**src/rtl/riscv_pkg.sv**
```systemverilog
// Shared fetch-stage types and constants for the RISC-V core front end.
package riscv_pkg;

    localparam int          DEF_XLEN     = 32;
    localparam logic [31:0] DEF_RESET_PC = 32'h0000_0000;
    localparam int          INSTR_BYTES  = 4;

    typedef enum logic [1:0] {
        FETCH_REQ  = 2'd0,
        FETCH_WAIT = 2'd1,
        FETCH_HOLD = 2'd2,
        FETCH_KILL = 2'd3
    } fetch_state_e;

    function automatic logic is_word_aligned(input logic [1:0] addr_lsb);
        return (addr_lsb == 2'b00);
    endfunction

endpackage

```
**src/rtl/pc_incrementer.sv**
```systemverilog
// Combinational sequential-PC adder; wraps modulo 2^XLEN.
module pc_incrementer
    import riscv_pkg::*;
#(
    parameter int XLEN = DEF_XLEN
) (
    input  logic [XLEN-1:0] pc_i,
    output logic [XLEN-1:0] pc_plus4_o
);

    assign pc_plus4_o = pc_i + XLEN'(INSTR_BYTES);

endmodule

```
**src/rtl/fetch_pc_unit.sv**
```systemverilog
// PC register and single-outstanding instruction fetch sequencer feeding decode.
module fetch_pc_unit
    import riscv_pkg::*;
#(
    parameter int              XLEN     = DEF_XLEN,
    parameter logic [XLEN-1:0] RESET_PC = XLEN'(DEF_RESET_PC)
) (
    input  logic            clk,
    input  logic            rst_n,
    output logic            imem_req_valid,
    input  logic            imem_req_ready,
    output logic [XLEN-1:0] imem_req_addr,
    input  logic            imem_rsp_valid,
    input  logic [31:0]     imem_rsp_data,
    output logic            if_valid,
    input  logic            if_ready,
    output logic [31:0]     if_instr,
    output logic [XLEN-1:0] if_pc,
    output logic [XLEN-1:0] if_pc_plus4,
    input  logic            redirect_valid,
    input  logic [XLEN-1:0] redirect_target,
    output logic            misalign_err
);

    fetch_state_e    state_q, state_d;
    logic [XLEN-1:0] pc_q, pc_d;
    logic [XLEN-1:0] pc_plus4_s;
    logic            req_valid_q, req_valid_d;
    logic            if_valid_q, if_valid_d;
    logic [31:0]     instr_q, instr_d;
    logic [XLEN-1:0] if_pc_q, if_pc_d;
    logic [XLEN-1:0] if_pc4_q, if_pc4_d;
    logic            misalign_q, misalign_d;
    logic            redir_ok_s;
    logic            redir_bad_s;
    logic            req_accept_s;

    pc_incrementer #(.XLEN(XLEN)) u_pc_inc (
        .pc_i       (pc_q),
        .pc_plus4_o (pc_plus4_s)
    );

    assign redir_ok_s   = redirect_valid &&  is_word_aligned(redirect_target[1:0]);
    assign redir_bad_s  = redirect_valid && !is_word_aligned(redirect_target[1:0]);
    // Acceptance only counts once the registered valid is actually visible to memory.
    assign req_accept_s = req_valid_q && imem_req_ready;

    // Next-state, next-PC and decode-buffer update.
    always_comb begin
        state_d    = state_q;
        pc_d       = pc_q;
        instr_d    = instr_q;
        if_pc_d    = if_pc_q;
        if_pc4_d   = if_pc4_q;
        misalign_d = misalign_q | redir_bad_s;

        case (state_q)
            FETCH_REQ: begin
                if (redir_ok_s) begin
                    pc_d    = redirect_target;
                    state_d = req_accept_s ? FETCH_KILL : FETCH_REQ;
                end else if (req_accept_s) begin
                    state_d = FETCH_WAIT;
                end else begin
                    state_d = FETCH_REQ;
                end
            end
            FETCH_WAIT: begin
                if (redir_ok_s) begin
                    pc_d    = redirect_target;
                    state_d = imem_rsp_valid ? FETCH_REQ : FETCH_KILL;
                end else if (imem_rsp_valid) begin
                    instr_d  = imem_rsp_data;
                    if_pc_d  = pc_q;
                    if_pc4_d = pc_plus4_s;
                    pc_d     = pc_plus4_s;
                    state_d  = FETCH_HOLD;
                end else begin
                    state_d = FETCH_WAIT;
                end
            end
            FETCH_HOLD: begin
                if (redir_ok_s) begin
                    pc_d    = redirect_target;
                    state_d = FETCH_REQ;
                end else if (if_ready) begin
                    state_d = FETCH_REQ;
                end else begin
                    state_d = FETCH_HOLD;
                end
            end
            FETCH_KILL: begin
                if (redir_ok_s) begin
                    pc_d = redirect_target;
                end else begin
                    pc_d = pc_q;
                end
                state_d = imem_rsp_valid ? FETCH_REQ : FETCH_KILL;
            end
            default: begin
                state_d = FETCH_REQ;
            end
        endcase

        req_valid_d = (state_d == FETCH_REQ);
        if_valid_d  = (state_d == FETCH_HOLD);
    end

    // State and output registers.
    always_ff @(posedge clk or negedge rst_n) begin
        if (!rst_n) begin
            state_q     <= FETCH_REQ;
            pc_q        <= RESET_PC;
            req_valid_q <= 1'b0;
            if_valid_q  <= 1'b0;
            instr_q     <= 32'h0000_0000;
            if_pc_q     <= '0;
            if_pc4_q    <= '0;
            misalign_q  <= 1'b0;
        end else begin
            state_q     <= state_d;
            pc_q        <= pc_d;
            req_valid_q <= req_valid_d;
            if_valid_q  <= if_valid_d;
            instr_q     <= instr_d;
            if_pc_q     <= if_pc_d;
            if_pc4_q    <= if_pc4_d;
            misalign_q  <= misalign_d;
        end
    end

    assign imem_req_valid = req_valid_q;
    assign imem_req_addr  = pc_q;
    assign if_valid       = if_valid_q;
    assign if_instr       = instr_q;
    assign if_pc          = if_pc_q;
    assign if_pc_plus4    = if_pc4_q;
    assign misalign_err   = misalign_q;

endmodule

```
**config.mk**
```make
export PLATFORM = sky130hd
export DESIGN_NAME = fetch_pc_unit
export DESIGN_NICKNAME = d
export VERILOG_FILES = /design/src/rtl/riscv_pkg.sv /design/src/rtl/pc_incrementer.sv /design/src/rtl/fetch_pc_unit.sv
export SDC_FILE = /design/constraint.sdc
export NUM_CORES = 1
export LEC_CHECK = 0
export BUFFER_PORTS_ARGS = -buffer_cell sky130_fd_sc_hd__buf_4
export CORE_MARGIN = 4
export CORE_UTILIZATION = 45
export CTS_CLUSTER_DIAMETER = 80
export CTS_CLUSTER_SIZE = 16
export DETAILED_ROUTE_END_ITERATION = 6
export PLACE_DENSITY = 0.82
export RECOVER_POWER = 25
export SYNTH_ARGS = -nofsm -noshare
export SYNTH_HDL_FRONTEND = slang
export SYNTH_SLANG_ARGS = --single-unit
```
**constraint.sdc**
```tcl
create_clock -name clk -period 2.7 [get_ports clk]
set_input_delay 0.405 -clock clk [delete_from_list [all_inputs] [get_ports clk]]
set_output_delay 0.405 -clock clk [all_outputs]
set_load 0.05 [all_outputs]
```
Word-level counts from Yosys, hierarchy flattened
Index checks and enable logic that the tools add are counted.
{"block": "classes", "add_sub_neg": 1, "n_eq_ne": 6, "mux": 13, "n_bitwise": 2, "reduce_logical": 10}
{"cell": "2-to-1 mux 32 bit", "count": 3}
{"cell": "one-hot mux 32 bit (2 select lines)", "count": 1}
{"cell": "adder 32 x 3 -> 32 bit (second input constant)", "count": 1}
{"cell": "2-to-1 mux 2 bit", "count": 7}
{"cell": "one-hot mux 2 bit (4 select lines)", "count": 1}
{"cell": "== test 2 bit (second input constant)", "count": 3}
{"cell": "zero test 2 bit", "count": 3}
{"cell": "logical AND 1 bit", "count": 3}
{"cell": "!= test 3 bit (second input constant)", "count": 1}
{"cell": "AND reduction 3 bit", "count": 1}
{"cell": "OR reduction 3 bit", "count": 1}
{"cell": "== test 2 x 1 -> 1 bit (second input constant)", "count": 1}
{"cell": "!= test 2 x 1 -> 1 bit (second input constant)", "count": 1}
{"cell": "AND reduction 2 bit", "count": 1}
{"cell": "zero test 1 bit", "count": 1}
{"cell": "2-to-1 mux 1 bit", "count": 1}
{"cell": "inverter 1 bit", "count": 1}
{"cell": "bitwise OR 1 bit", "count": 1}
{"block": "word_totals", "regBits": 133, "input_bits": 70, "output_inout_bits": 131, "wordCells": 40}

Depth between registers and ports, before layout
{"block": "logic_depth", "word_depth": 5, "depth_mapped": 10, "depth_no_buf": 8}

Hierarchy
From an unflattened synthesis, not the netlist that was laid out.
{"block": "unflattened", "hier_cells": 479, "hier_area_um2": 6119.6}
{"mod": "fetch_pc_unit", "n_inst": 1, "cells_per_inst": 396, "area_each_um2": 5539.1, "seq_area_each_um2": 3328.2}
{"mod": "pc_incrementer", "n_inst": 1, "cells_per_inst": 83, "area_each_um2": 580.6, "seq_area_each_um2": 0.0}

Least setup slack after synthesis
Ideal clock, no wire load.
{"block": "synth_timing", "path_type": "input to register", "start": "input port redirect_target[0]", "end": "register pc_q[27], in the netlist imem_req_addr[27]", "setup_time_ps": 123, "arrival_ps": 2262, "required_time_ps": 2577, "setup_slack_ps": 316, "cell_stages": 8, "n_path_buf": 2, "cell_sequence": "nor3b_2 clkinv_1 clkbuf_1 ha_1 nor2_1 clkbuf_1 a31oi_1 o221a_2"}
{"block": "synth_between", "elab_chain_cells": 4, "word_cells_on_any_way": 7, "cone_classes": "eq/ne (2); mux (2); reduce/logical (3)"}
{"item": "start, declared", "line": "fetch_pc_unit.sv:21", "source": "input logic [XLEN-1:0] redirect_target,"}
{"item": "zero test 2 bit *", "line": "riscv_pkg.sv:16", "source": "return (addr_lsb == 2'b00);"}
{"item": "logical AND 1 bit *", "line": "fetch_pc_unit.sv:43", "source": "assign redir_ok_s = redirect_valid && is_word_aligned(redirect_target[1:0]);"}
{"item": "2-to-1 mux 32 bit, or another cell as far along", "line": "fetch_pc_unit.sv:69", "source": "if (redir_ok_s) begin"}
{"item": "one-hot mux 32 bit (2 select lines) or AND reduction 2 bit (tied branches)"}
{"item": "end signal, assigned", "line": "fetch_pc_unit.sv:122", "source": "pc_q <= pc_d;"}
{"item": "end, declared", "line": "fetch_pc_unit.sv:26", "source": "logic [XLEN-1:0] pc_q, pc_d;"}
Mark *: on every way between the ends. The rest lies on a longest branch, timed or not.
A chain may end at the register's enable or synchronous reset.

Final worst setup path
{"block": "layout_timing", "start": "register pc_q[4], in the netlist imem_req_addr[4]", "end": "register pc_q[29], in the netlist imem_req_addr[29]"}
{"block": "layout_between", "elab_chain_cells": 4}
{"item": "adder 32 x 3 -> 32 bit", "line": "pc_incrementer.sv:11", "source": "assign pc_plus4_o = pc_i + XLEN'(INSTR_BYTES);"}
{"item": "2-to-1 mux 32 bit", "line": "fetch_pc_unit.sv:72", "source": "end else if (imem_rsp_valid) begin"}
{"item": "2-to-1 mux 32 bit", "line": "fetch_pc_unit.sv:69"}
{"item": "one-hot mux 32 bit (2 select lines)", "line": "fetch_pc_unit.sv:57", "source": "case (state_q)"}
Every way passes these cells. The select of a mux whose other input is x is not followed.

==> impl_metrics.toml <==
[pwr]
power.static_leakage_nw = 3.92
p_sw_frac = 0.491
net-switching-power_mw = 6.47
clkPwrFrac = 0.182
vdd_ir_drop_max_mv = 0.900
seqPwrFrac = 0.288
power_mw = 13.2
powerDensity_nw_per_um2 = 1540
power_frac_comb = 0.529
power.internal_mw = 6.71

[sta]
slew_headroom = -0.0326
tns_ns = 0
setup_viol = 0
skew_ns = 0.0117
fin_crit_sh = 0.821
fin_crit_ns = 2.22
slew_viol_final = 60
tightest_slew_ns = 1.55
finalHoldViolations = 0
rsz0062_at_grt = "false"
max_freq_ghz = 0.451

[placed_design]
hpwl_um = 12500
gp_congestion = 0.904
numPortBuffers = 200

[clocking]
post_cts.repair.setup_buffers = 0
clock_sinks = 131
cts-buffers-inserted = 17
cts-htree-levels = 4
post_cts_resized = 0
clockRootBuffer = "clkbuf_16"
cts_buffer_depth = 2
cts_tree = "built"
clk_pin_slew_ns = 0.06
holdBufCountCts = 1
clock_latency_ns = 0.41

[setup_path]
arrival_ns = 2.49
reg2regPathDepth = 5
startpoint_type = "register"
path_max_fanout = 10
critPathCaptureType = "register"
cp.required_ns = 2.98
critPathKind = "register to register"

[routing]
first_pass_iters = 5
wl_per_cell_um = 18.4
wl_um = 17500
drc_errors = 0
drt-initial-drc-count = 369
via_per_inst = 5.60
drtAntennaViolNets = 0
vias = 5329

[global_routing]
track_usage = 0.224
grt_pass1_vias = 5540
grt_pass1_wl_um = 28600
grt_max_degree = 80
grt_overflow = 0
antenna_found_initial = 0

[synth]
netlist_instances = 569
synth_area_um2 = 6210
synth_edf_count = 0
yosys_warnings = 0
synth-seq-cells = 131
synth_flop_cell = "dfrtp_1"
synthesis.nets = 642
syn_avg_cell_area_um2 = 10.9
yosysSeqAreaShare = 0.528
async_flop_share = 1.00
yosysUniqueCellTypes = 58

[floorplan]
boundaryPins = 201
row_count = 42
coreArea_um2 = 13400
die_h_um = 126
die_w_um = 126
start_util = 0.464
die_area_um2 = 15800

[outcome]
failed_checks = "max-capacitance violations, max-slew violations"
outcome = "complete, but fails checks"

[run]
maxCapViolations = 1

[final_layout]
area_growth_pct = 37.4
n_antenna_cell = 0
layout-drive-gt1-share = 0.426
final.fill_count = 1049
nets = 835
fin_util = 0.637

[hold_path]
hp-class = "primary input to register"
holdPathStages = 2
cell usage in the layout, fill, tap and decap left out, types with 6 or more instances in the layout:
cell type,n
nor2_1,33
and3_1,13
nand2_1,54
a21oi_1,18
o22ai_1,11
nand4_1,11
clkbuf_16,17
buf_4,215
xnor2_1,16
nor3_1,7
xor2_1,12
mux2_2,64
a211oi_1,9
o21ai_0,43
nand3_1,12
inv_1,6
o21ai_1,8
a32oi_1,7
dfrtp_1,131
power groups by stage:
stage / Clock (mW) / Sequential, mW / Combinational (mW)
after floorplan: 0 / 6.58 / 2.00
after global placement: 0 / 3.73 / 6.89
after detailed placement: 0 / 3.81 / 6.99
after CTS: 2.44 / 3.79 / 7.02
after global routing: 2.52 / 3.94 / 7.33
final: 2.40 / 3.80 / 6.98
final cells by class:
type                    instances  area (um^2)  area share
flip-flops and latches        131         3280       0.384
multi-input cells             385         2720       0.318
repair buffers                219         1670       0.195
clock buffers                  24          502      0.0588
well taps                     176          220      0.0258
clock inverters                 8          123      0.0144
inverters                       8         30.0     0.00352
synth_stat cells, types with 9 or more instances:
cell	instances	area [um^2]
mux2_2	64	721
nor2_1	33	124
a211oi_1	9	67.6
buf_2	12	60.1
xnor2_1	16	140
a21oi_1	18	90.1
nand3_1	12	60.1
o21ai_1	9	45.0
and3_1	13	81.3
dfrtp_1	131	3280
o22ai_1	11	68.8
xor2_1	12	105
nand4_1	11	68.8
o21ai_0	43	215
clkbuf_1	20	75.1
nand2_1	55	206
per-stage QoR:
| step | cells | hold WS, ns | worst slack, ns | area (um^2) |
|---|---|---|---|---|
| 6_report | 951 | 0.224 | 0.483 | 8540 |
| 5_1_grt | 951 | 0.214 | 0.325 | 8540 |
| 4_1_cts | 951 | 0.208 | 0.517 | 8550 |
| 3_5_place_dp | 918 | 0.423 | 0.253 | 7910 |
| 3_3_place_gp | 918 | 0.409 | 0.390 | 7910 |
| 2_1_floorplan | 569 | 0.109 | 0.316 | 6210 |
cell families (layout without fill, tap and decap cells):
group,Yosys count,in the layout,share of synthesized area
and+or+nand+nor,162,162,0.143
DFF,131,131,0.528
AOI/OAI and AO/OA,128,128,0.130
muxes,64,64,0.116
buffers and inverters,53,259,0.0383
xor gates and xnor gates,28,28,0.0395
adders and majority gates,3,3,0.00604
sequential cells by signal (all words and copies together), names as in the netlist:
signal and count:
imem_req_valid 1, if_pc 32, imem_req_addr 32, if_valid 1
if_instr 32, misalign_err 1, state_q 2, if_pc_plus4 30
worst max-delay path, cell delays in order, from the launching register on:
cell	delay, ns
dfrtp_1	0.56
nand3_1	0.41
nor3_4	0.41
nand4_1	0.20
a2111oi_0	0.41
nor3_1	0.09
per-layer routing:
| metal | wire length (um) | share of wire | GRT usage |
|---|---|---|---|
| met5 | 0 | 0 | 0 |
| met4 | 336 | 0.019 | 0.0772 |
| met3 | 1230 | 0.071 | 0.0576 |
| met2 | 8860 | 0.51 | 0.381 |
| met1 | 7040 | 0.40 | 0.278 |
path summary, 6_finish.rpt:
path / slack (ns) / from / to
min in group asynchronous: 0.93 / rst_n / if_instr[22]$_DFFE_PN0P_
max: 0.48 / imem_req_addr[4]$_DFFE_PN0P_ / imem_req_addr[29]$_DFFE_PN0P_
min reg2reg: 0.47 / misalign_err$_DFF_PN0_ / misalign_err$_DFF_PN0_
max reg2reg: 0.48 / imem_req_addr[4]$_DFFE_PN0P_ / imem_req_addr[29]$_DFFE_PN0P_
max in group asynchronous: 0.67 / rst_n / if_pc[29]$_DFFE_PN0P_
min: 0.22 / imem_rsp_data[28] / if_instr[28]$_DFFE_PN0P_
(Power assumes the default switching activity.)
